[src/rtl/rsa_pkg.sv]
// rsa_pkg: shared types and default constants for the RSA job arbiter.
//   state_t         job FSM state encoding
//   *_DEF           default operand width, latency counter width,
//                   hang timeout and constant-time padding length
package rsa_pkg;

  localparam int W_DEF          = 16;
  localparam int CNT_W_DEF      = 24;
  localparam int TIMEOUT_DEF    = 1000000;
  localparam int PAD_CYCLES_DEF = 4096;

  typedef enum logic [2:0] {
    IDLE,
    ISSUE,
    BUSY,
    PAD,
    RESP
  } state_t;

endpackage

[src/rtl/rsa_job_arbiter_rr.sv]
// rr_arbiter: purely combinational round-robin grant.
//   req         request vector, one bit per requester
//   last_grant  index of the requester served most recently
//   grant       one-hot winner (zero when nobody requests)
//   grant_idx   binary index of the winner (zero when nobody requests)
// The search starts at last_grant+1 modulo NREQ and takes the first
// requester that is asking.
module rr_arbiter
  import rsa_pkg::*;
#(
  parameter int NREQ  = 2,
  parameter int IDX_W = $clog2(NREQ)
) (
  input  logic [NREQ-1:0]  req,
  input  logic [IDX_W-1:0] last_grant,
  output logic [NREQ-1:0]  grant,
  output logic [IDX_W-1:0] grant_idx
);

  logic             found;
  logic [IDX_W-1:0] sel;

  // NOTE: every variable written here gets a value before any branch,
  // otherwise the tool infers a latch to hold it on the untaken paths.
  always_comb begin
    grant     = '0;
    grant_idx = '0;
    found     = 1'b0;
    sel       = '0;
    for (int k = 1; k <= NREQ; k++) begin
      sel = IDX_W'((int'(last_grant) + k) % NREQ);
      if (!found && req[sel]) begin
        found      = 1'b1;
        grant[sel] = 1'b1;
        grant_idx  = sel;
      end
    end
  end

endmodule

[src/rtl/rsa_job_arbiter.sv]
// rsa_job_arbiter: shares one RSA decrypt engine between NREQ requesters.
//   clk, rst                    clock and synchronous active-high reset
//   req_valid/req_ready         per-requester request handshake
//   req_c/req_d/req_n           flattened operands, requester i at [i*W +: W]
//   ct_mode                     constant-time enable, sampled at grant
//   resp_valid/resp_ready       one-hot response handshake to the granted requester
//   resp_m/resp_cycles/resp_err result, measured engine latency, timeout flag
//   eng_start, eng_c/d/n        engine start pulse and operands
//   eng_m, eng_finish           engine result and done strobe
//   eng_flush                   one-cycle engine reset request after a timeout
module rsa_job_arbiter
  import rsa_pkg::*;
#(
  parameter int W          = W_DEF,
  parameter int NREQ       = 2,
  parameter int CNT_W      = CNT_W_DEF,
  parameter int TIMEOUT    = TIMEOUT_DEF,
  parameter int PAD_CYCLES = PAD_CYCLES_DEF
) (
  input  logic              clk,
  input  logic              rst,
  input  logic [NREQ-1:0]   req_valid,
  output logic [NREQ-1:0]   req_ready,
  input  logic [NREQ*W-1:0] req_c,
  input  logic [NREQ*W-1:0] req_d,
  input  logic [NREQ*W-1:0] req_n,
  input  logic              ct_mode,
  output logic [NREQ-1:0]   resp_valid,
  input  logic [NREQ-1:0]   resp_ready,
  output logic [W-1:0]      resp_m,
  output logic [CNT_W-1:0]  resp_cycles,
  output logic              resp_err,
  output logic              eng_start,
  output logic [W-1:0]      eng_c,
  output logic [W-1:0]      eng_d,
  output logic [W-1:0]      eng_n,
  input  logic [W-1:0]      eng_m,
  input  logic              eng_finish,
  output logic              eng_flush
);

  localparam int               IDX_W     = $clog2(NREQ);
  localparam logic [CNT_W-1:0] CNT_MAX   = '1;
  localparam logic [CNT_W-1:0] TIMEOUT_C = CNT_W'(TIMEOUT);
  localparam logic [CNT_W-1:0] PAD_C     = CNT_W'(PAD_CYCLES);

  state_t           state, state_next;
  logic [NREQ-1:0]  grant_oh;
  logic [IDX_W-1:0] grant_idx;
  logic [IDX_W-1:0] last_grant;
  logic [IDX_W-1:0] gnt;
  logic             ct_lat;
  logic [CNT_W-1:0] counter;
  logic [CNT_W-1:0] cnt_inc;
  logic [W-1:0]     sel_c, sel_d, sel_n;
  logic             accept, finish_hit, timeout_hit, resp_hs;

  rr_arbiter #(.NREQ(NREQ)) u_rr (
    .req        (req_valid),
    .last_grant (last_grant),
    .grant      (grant_oh),
    .grant_idx  (grant_idx)
  );

  // Only the round-robin winner sees ready, and only while idle.
  assign req_ready  = (state == IDLE) ? grant_oh : '0;
  assign resp_valid = (state == RESP) ? (NREQ'(1) << gnt) : '0;

  assign accept      = |(req_valid & req_ready);
  assign resp_hs     = (state == RESP) && resp_ready[gnt];
  assign cnt_inc     = (counter == CNT_MAX) ? counter : counter + 1'b1;
  assign finish_hit  = (state == BUSY) && eng_finish;
  // A finish in the same cycle as the timeout takes priority.
  assign timeout_hit = (state == BUSY) && !eng_finish && (cnt_inc == TIMEOUT_C);

  always_comb begin
    sel_c = '0;
    sel_d = '0;
    sel_n = '0;
    for (int i = 0; i < NREQ; i++) begin
      if (grant_oh[i]) begin
        sel_c = req_c[i*W +: W];
        sel_d = req_d[i*W +: W];
        sel_n = req_n[i*W +: W];
      end
    end
  end

  // NOTE: state and datapath registers use non-blocking assignments so every
  // flop samples the pre-edge values regardless of statement order.
  always_ff @(posedge clk) begin
    if (rst) state <= IDLE;
    else     state <= state_next;
  end

  always_comb begin
    state_next = state;
    case (state)
      IDLE:  if (accept) state_next = ISSUE;
      ISSUE: state_next = BUSY;
      BUSY: begin
        if (finish_hit) state_next = (ct_lat && (cnt_inc < PAD_C)) ? PAD : RESP;
        else if (timeout_hit) state_next = RESP;
      end
      PAD:   if (cnt_inc >= PAD_C) state_next = RESP;
      RESP:  if (resp_hs) state_next = IDLE;
      default: state_next = IDLE;
    endcase
  end

  always_ff @(posedge clk) begin
    if (rst) begin
      eng_c       <= '0;
      eng_d       <= '0;
      eng_n       <= '0;
      eng_start   <= 1'b0;
      eng_flush   <= 1'b0;
      ct_lat      <= 1'b0;
      gnt         <= '0;
      last_grant  <= IDX_W'(NREQ - 1);
      counter     <= '0;
      resp_m      <= '0;
      resp_cycles <= '0;
      resp_err    <= 1'b0;
    end else begin
      // Start is registered out of ISSUE: the engine sees it two cycles after
      // accept, in the first BUSY cycle, where the counter reads 0. The value
      // captured at finish (counter+1) is thus the number of cycles from the
      // start pulse through the finish strobe inclusive.
      eng_start <= (state == ISSUE);
      eng_flush <= timeout_hit;

      if (accept) begin
        eng_c  <= sel_c;
        eng_d  <= sel_d;
        eng_n  <= sel_n;
        ct_lat <= ct_mode;
        gnt    <= grant_idx;
      end

      case (state)
        ISSUE:     counter <= '0;
        BUSY, PAD: counter <= cnt_inc;
        default:   ;
      endcase

      // resp_cycles keeps the measured latency; padding only delays resp_valid.
      if (finish_hit) begin
        resp_m      <= eng_m;
        resp_cycles <= cnt_inc;
        resp_err    <= 1'b0;
      end else if (timeout_hit) begin
        resp_m      <= '0;
        resp_cycles <= TIMEOUT_C;
        resp_err    <= 1'b1;
      end

      if (resp_hs) last_grant <= gnt;
    end
  end

endmodule

[config.mk]
export PLATFORM = sky130hd
export DESIGN_NAME = rsa_job_arbiter
export DESIGN_NICKNAME = d
export VERILOG_FILES = /design/src/rtl/rsa_pkg.sv /design/src/rtl/rsa_job_arbiter_rr.sv /design/src/rtl/rsa_job_arbiter.sv
export SDC_FILE = /design/constraint.sdc
export NUM_CORES = 1
export LEC_CHECK = 0
export ABC_AREA = 1
export CORE_ASPECT_RATIO = 1.4
export CORE_MARGIN = 4
export CORE_UTILIZATION = 40
export DETAILED_ROUTE_END_ITERATION = 6
export PLACE_DENSITY_LB_ADDON = 0.08
export RECOVER_POWER = 50
export SYNTH_ARGS = -nofsm -noshare
export SYNTH_HDL_FRONTEND = slang
export SYNTH_SLANG_ARGS = --single-unit
export TNS_END_PERCENT = 20
[constraint.sdc]
create_clock -name clk -period 7.2 [get_ports clk]
set_clock_uncertainty 0.05 [all_clocks]
set_input_delay 2.16 -clock clk [delete_from_list [all_inputs] [get_ports clk]]
set_output_delay 2.16 -clock clk [all_outputs]
set_load 0.02 [all_outputs]
==> results.toml, run 1 <==
[cells_and_area]
layout_common_cells = "324 x sky130_fd_sc_hd__nand2_1, 140 x sky130_fd_sc_hd__clkdlybuf4s50_1, 121 x sky130_fd_sc_hd__dfxtp_1"
leading_cell_type_in_the_layout_fill_and_taps_excluded = "sky130_fd_sc_hd__nand2_1"
area_growth_syn_to_fin_pct = 46.5
drive_above_1_share = 0.116
fin_util = 0.601
final_net_count = 1147
insertedDiodeCount = 0

[worst_setup_path]
crit_required_ns = 4.99
critical_path.endpoint_type = "primary output"
path_common_cell = "sky130_fd_sc_hd__clkdlybuf4s50_1"
cp_num_buf_inv = 3
critPathMaxFanout = 2
worst_setup_path_start_kind = "input pin"
critical_path.slowest_cell = "sky130_fd_sc_hd__clkdlybuf4s50_1"
cp_cell_sequence = "clkdlybuf4s50_1, inv_1, o21ai_0, nor2_4, clkdlybuf4s50_1"
worst_ep_arrival_time_ns = 3.57
timing.critical_path.max_delay_family = "buffers and inverters"
worstSetupPathType = "in2out"
ff2ff_setup_slack_ns = 3.87
timing.critical_path.slowest_cell_delay_ns = 0.55
worst_r2r_startpoint = "counter[0]$_SDFFE_PP0P_"
timing.critical_path.from = "req_valid[1]"
reg2reg_to = "resp_m[5]$_SDFFE_PP0P_"
rr_worst_depth = 17

[synth]
post_synth_design_cell_area_sq_um = 5960
avgSynthCellArea_sq_um = 7.20
syn_nets = 948
synthesis.yosys.warnings = 0
synth_top_family_by_area = "simple AND/OR/NAND/NOR gates"
yosys-top-cells-area = "sky130_fd_sc_hd__dfxtp_1 41%, sky130_fd_sc_hd__nand2_1 20%, sky130_fd_sc_hd__nand2_4 6.2%"
synth-xor-area-share = 0.00882
yosysSeqAreaShare = 0.407
yosys.area_share.adder = 0.00210
synth_simple_gate_area_frac = 0.375
synthCells = 827
ys_ff_latch = 121
synth_largest_type_area_fraction = 0.407
post-synth-top-area-cell = "sky130_fd_sc_hd__dfxtp_1"
muxShareOfSynthArea = 0
ys_types = 32
synth-compound-area-share = 0.138

[power]
power_leakage_nw = 3.48
cellPowerDensity_nw_per_um2 = 279
ir_worst_vdd_v = 0.000167

[timing]
setup_tns_ns = 0
slew_headroom = -0.394
finalMaxSlewViolations = 83
report.final.hold_viol_count = 0
finalSetupViolations = 0
layout_worst_path_cycle_share = 0.803
timing.final.crit_period_ns = 5.78
layout_setup_ws_ns = 1.42
grt_setup_unrepaired = "no"
max_freq_ghz = 0.173
timing_worst_slew_pin_value_ns = 2.09

[grt]
globalRoute.totalOverflow = 0
grt_start_max_net_pins = 83
grt_pass1_wl_microns = 30400
grt_pass1_vias = 5822
grt_resource_usage_total = 0.222
antenna_found_initial = 0

[status]
run_status = "complete, but fails checks"
failed_checks = "max-capacitance violations, max-slew violations"

[clock_network]
cts_resized = 0
source_to_sink_clock_delay_at_the_later_pin_of_the_worst_skew_pair_ns = 0.42
worst_setup_hold_path_clk_slew_ns = 0.05
postCtsSetupRepairBufs = 0
clock_tree.root_cell = "sky130_fd_sc_hd__clkbuf_16"
cts_max_level = 4
cts_buffers = 17
clock-sinks = 121
clk_path_buf_depth = 2
ctsHoldBuffers = 0
cts_tree = "done"

[routing]
vias = 5909
post_drt_via_cell_ratio = 4.82
first_iter_violations = 291
routed_wire_length_per_instance_microns = 15.2
route.antenna.remaining_nets = 0
post_route_drc_violation_count = 0
detailedRoute.firstPassIterationCount = 4
routed_wirelength_microns = 18700

[die]
dieHeight_microns = 152
starting_density_of_the_core = 0.410
die_width_microns = 111
io_pins = 215
dieArea_sq_um = 16900
fp.coreArea_sq_um = 14500
rows = 52

[min_path]
hold-path-cell-count = 2
hold_critical_path_endpoint = "resp_m[6]$_SDFFE_PP0P_"
min-delay-start = "resp_m[6]$_SDFFE_PP0P_"
timing.hold.worst.class = "reg2reg"

[placed_design]
worst_slack_after_detailed_placement_ns = 1.40
detailedPlacementHpwl_microns = 13700
gpl.final_weighted_congestion = 0.875
place.port_buffers = 214

[run]
cap_violations = 1
power by group:
| part | leakage (nW) | internal [mW] | switching [mW] |
|---|---|---|---|
| clock network | 0.273 | 0.497 | 0.298 |
| registers | 0.985 | 0.779 | 0.0644 |
| logic | 2.22 | 0.309 | 0.487 |
cell type report:
class	instances	area [sq um]
tap	189	236
clock inverter	8	71.3
sequential	121	2420
timing repair buffer	220	2180
fill	1378	5780
multi-input combinational	613	3140
clock buffer	23	478
inverter	53	204
sequential cells by signal, summed over array words and instances (netlist names):
| signal | flops |
|---|---|
| eng_flush | 1 |
| resp_err | 1 |
| eng_n | 16 |
| ct_lat | 1 |
| state | 3 |
| counter | 24 |
| last_grant | 1 |
| resp_cycles | 24 |
| gnt | 1 |
| resp_m | 16 |
| eng_c | 16 |
| eng_start | 1 |
| eng_d | 16 |
per-stage QoR:
step                      std cells  cell area, sq um  hold WS, ns  power [mW]
after floorplan                 827              5960        0.382        1.32
after global placement         1196              8180        0.398        1.69
after detailed placement       1196              8180        0.402        1.69
after CTS                      1227              8730        0.409        2.50
after global routing           1227              8730        0.433        2.57
final                          1227              8730        0.403        2.43
cell usage after synthesis:
master	number
sky130_fd_sc_hd__nand2_2	5
sky130_fd_sc_hd__ha_1	1
sky130_fd_sc_hd__nand2_4	33
sky130_fd_sc_hd__xnor2_1	4
sky130_fd_sc_hd__dfxtp_1	121
sky130_fd_sc_hd__buf_1	1
sky130_fd_sc_hd__nor3_1	2
sky130_fd_sc_hd__a21oi_2	30
sky130_fd_sc_hd__nor2_2	4
sky130_fd_sc_hd__nor2_8	2
sky130_fd_sc_hd__nand3_2	3
sky130_fd_sc_hd__buf_6	1
sky130_fd_sc_hd__a31oi_1	48
sky130_fd_sc_hd__nand2_1	324
sky130_fd_sc_hd__nand2_8	1
sky130_fd_sc_hd__nand4_1	8
sky130_fd_sc_hd__o211ai_1	6
sky130_fd_sc_hd__xor2_1	2
sky130_fd_sc_hd__clkbuf_1	33
sky130_fd_sc_hd__inv_2	3
sky130_fd_sc_hd__buf_12	3
sky130_fd_sc_hd__nor2_4	2
sky130_fd_sc_hd__a21oi_1	31
sky130_fd_sc_hd__nor2_1	62
sky130_fd_sc_hd__clkinv_1	2
sky130_fd_sc_hd__inv_1	47
sky130_fd_sc_hd__o21ai_0	11
sky130_fd_sc_hd__inv_6	1
sky130_fd_sc_hd__nand3_1	26
sky130_fd_sc_hd__nand3b_1	7
sky130_fd_sc_hd__o21ai_1	1
sky130_fd_sc_hd__buf_2	2
worst min-delay path: cells and delay by family, from the launching register on:
kind	cells	cell delay, ns
flip-flops	1	0.30
AO/OA/AOI/OAI	1	0.05
AND/OR/NAND/NOR	1	0.06
worst max-delay path by stage:
stage	cells after the start	slack (ns)	endpoint
floorplan	4	2.12	req_ready[0]
global placement	5	1.40	req_ready[0]
detailed placement	5	1.40	req_ready[0]
CTS	5	1.41	req_ready[0]
global route	5	1.32	req_ready[0]
finish	5	1.42	req_ready[0]
per-layer routing:
| metal | GRT usage | vias up | share of wire |
|---|---|---|---|
| met4 | 0.0829 | 0 | 0.023 |
| met3 | 0.0747 | 27 | 0.075 |
| met1 | 0.234 | 2640 | 0.38 |
| met2 | 0.407 | 185 | 0.53 |
| met5 | 0 | - | 0 |
| li1 | - | 3057 | - |
logic make-up (layout without fill, tap and decap cells):
family / Yosys count / count (layout)
AND/OR/NAND/NOR: 479 / 479
AO/OA/AOI/OAI: 127 / 127
flip-flops: 121 / 121
buffers and inverters: 93 / 304
XOR/XNOR: 6 / 6
adder cells (fa/ha/maj): 1 / 1
Power figures use the tool's default switching activity.
==> run 2: changes to the inputs <==
==> constraint.sdc (replaced) <==
create_clock -name clk -period 4.9 [get_ports clk]
set_clock_uncertainty 0.05 [all_clocks]
set_input_delay 1.47 -clock clk [delete_from_list [all_inputs] [get_ports clk]]
set_output_delay 1.47 -clock clk [all_outputs]
set_load 0.02 [all_outputs]
==> run 2 against run 1 <==
  * Highest routed layer unchanged
  * First-iteration DRC count grew 7.9%
  * The flow still finishes with violations (max-capacitance violations, max-slew violations)
  * Register-to-register slack lost 2.3 ns
  * Largest power group is now the clock network
  * Critical endpoint unchanged
  * Critical path type unchanged
  * Largest cell class unchanged
  * Global-route usage shrank 0.36 points
==> results.toml, run 2 (same netlist as run 1, synthesis figures left out) <==
[min_path]
hold-path-cell-count = 2
timing.hold.worst.class = "reg2reg"

[power]
cellPowerDensity_nw_per_um2 = 427
post-layout-total-power_mw = 3.78
power_leakage_nw = 3.56
ir_worst_vdd_v = 0.000302

[placed_design]
dp_cells = 1198
place.port_buffers = 214
post_dp_cell_area_sq_um = 8200
gpl.final_weighted_congestion = 0.899
detailedPlacementHpwl_microns = 13600

[clock_network]
postCtsSetupRepairBufs = 0
clock-sinks = 121
cts_buffers = 17
worst_setup_hold_path_clk_slew_ns = 0.06
cts_max_level = 4
ctsHoldBuffers = 0
clock_tree.root_cell = "sky130_fd_sc_hd__clkbuf_16"
clk_path_buf_depth = 2
source_to_sink_clock_delay_at_the_later_pin_of_the_worst_skew_pair_ns = 0.41
cts_resized = 0
cts_tree = "done"

[worst_setup_path]
critical_path.endpoint_type = "primary output"
crit_required_ns = 3.38
worst_ep_arrival_time_ns = 2.89
critPathMaxFanout = 2
rr_worst_depth = 17
worstSetupPathType = "in2out"
worst_setup_path_start_kind = "input pin"

[status]
failed_checks = "max-capacitance violations, max-slew violations"
run_status = "complete, but fails checks"

[routing]
post_route_drc_violation_count = 0
first_iter_violations = 314
routed_wirelength_microns = 18500
vias = 5916
route.antenna.remaining_nets = 0
detailedRoute.firstPassIterationCount = 5
post_drt_via_cell_ratio = 4.81
routed_wire_length_per_instance_microns = 15.0

[timing]
max_freq_ghz = 0.227
grt_setup_unrepaired = "no"
timing.final.crit_period_ns = 4.41
report.final.hold_viol_count = 0
finalSetupViolations = 0
layout_worst_path_cycle_share = 0.900
slew_headroom = -0.203
timing_worst_slew_pin_value_ns = 1.80
finalMaxSlewViolations = 71
setup_tns_ns = 0

[cells_and_area]
post-route-cell-area_sq_um = 8840
insertedDiodeCount = 0
leading_cell_type_in_the_layout_fill_and_taps_excluded = "sky130_fd_sc_hd__nand2_1"
area_growth_syn_to_fin_pct = 48.4
biggestRegsByFlops = "counter (24), resp_cycles (24)"
layout_common_cells = "324 x sky130_fd_sc_hd__nand2_1, 133 x sky130_fd_sc_hd__clkdlybuf4s50_1, 121 x sky130_fd_sc_hd__dfxtp_1"
final_net_count = 1149
fin_cells = 1230
fill_cells = 1314
drive_above_1_share = 0.120

[grt]
grt_pass1_wl_microns = 29900
globalRoute.totalOverflow = 0
grt_resource_usage_total = 0.219
antenna_found_initial = 0
grt_start_max_net_pins = 71
grt_pass1_vias = 5818

[die]
dieHeight_microns = 152
io_pins = 215
die_width_microns = 111
dieArea_sq_um = 16900
rows = 52
fp.coreArea_sq_um = 14500
starting_density_of_the_core = 0.410

[run]
cap_violations = 1
run 2: cell count changes in the layout (fill, tap and decap cells not counted), sizes merged:
cell           change
dlygate4sd3        +7
clkinv             -3
clkdlybuf4s50      -7
clkbuf             -2
buf                +1
bufinv             +3
inv                +4
run 2: path summary, 6_finish.rpt:
path | startpoint | end | slack (ns)
worst min-delay path | resp_m[7]$_SDFFE_PP0P_ | resp_m[7]$_SDFFE_PP0P_ | 0.41
worst max register to register | counter[0]$_SDFFE_PP0P_ | resp_m[6]$_SDFFE_PP0P_ | 1.59
worst min register to register | resp_m[7]$_SDFFE_PP0P_ | resp_m[7]$_SDFFE_PP0P_ | 0.41
worst max-delay path | req_valid[1] | req_ready[0] | 0.49
run 2: layout make-up:
type                    instances  area [sq um]  share of cell area
clock inverters                12           185              0.0209
clock buffers                  20           467              0.0528
well taps                     189           236              0.0268
flip-flops and latches        121          2420               0.274
inverters                      53           204              0.0231
multi-input cells             613          3140               0.355
repair buffers                222          2190               0.248
run 2: worst max-delay path, stage by stage:
cell,delay (ns)
sky130_fd_sc_hd__clkdlybuf4s50_1,0.48
sky130_fd_sc_hd__inv_1,0.04
sky130_fd_sc_hd__o21ai_0,0.27
sky130_fd_sc_hd__nor2_4,0.08
sky130_fd_sc_hd__clkdlybuf4s50_1,0.54
run 2: per-layer routing:
layer  vias up  track usage  part of all wire
met4         0       0.0812             0.027
met2       180        0.393              0.52
li1       3064            -                 -
met5         -            0                 0
met3        30       0.0830             0.078
met1      2642        0.231              0.37
run 2: stage by stage:
| stage | hold WS [ns] | setup slack, ns | util |
|---|---|---|---|
| detailed placement | 0.409 | 0.477 | 0.565 |
| finish | 0.412 | 0.490 | 0.609 |
| CTS | 0.420 | 0.480 | 0.610 |
| global placement | 0.399 | 0.477 | 0.565 |
| floorplan | 0.382 | 1.20 | - |
| global route | 0.425 | 0.413 | 0.609 |
run 2: power breakdown:
group | switching [mW] | total, mW | internal [mW]
registers | 0.0942 | 1.24 | 1.14
clock network | 0.475 | 1.37 | 0.899
logic | 0.713 | 1.17 | 0.453
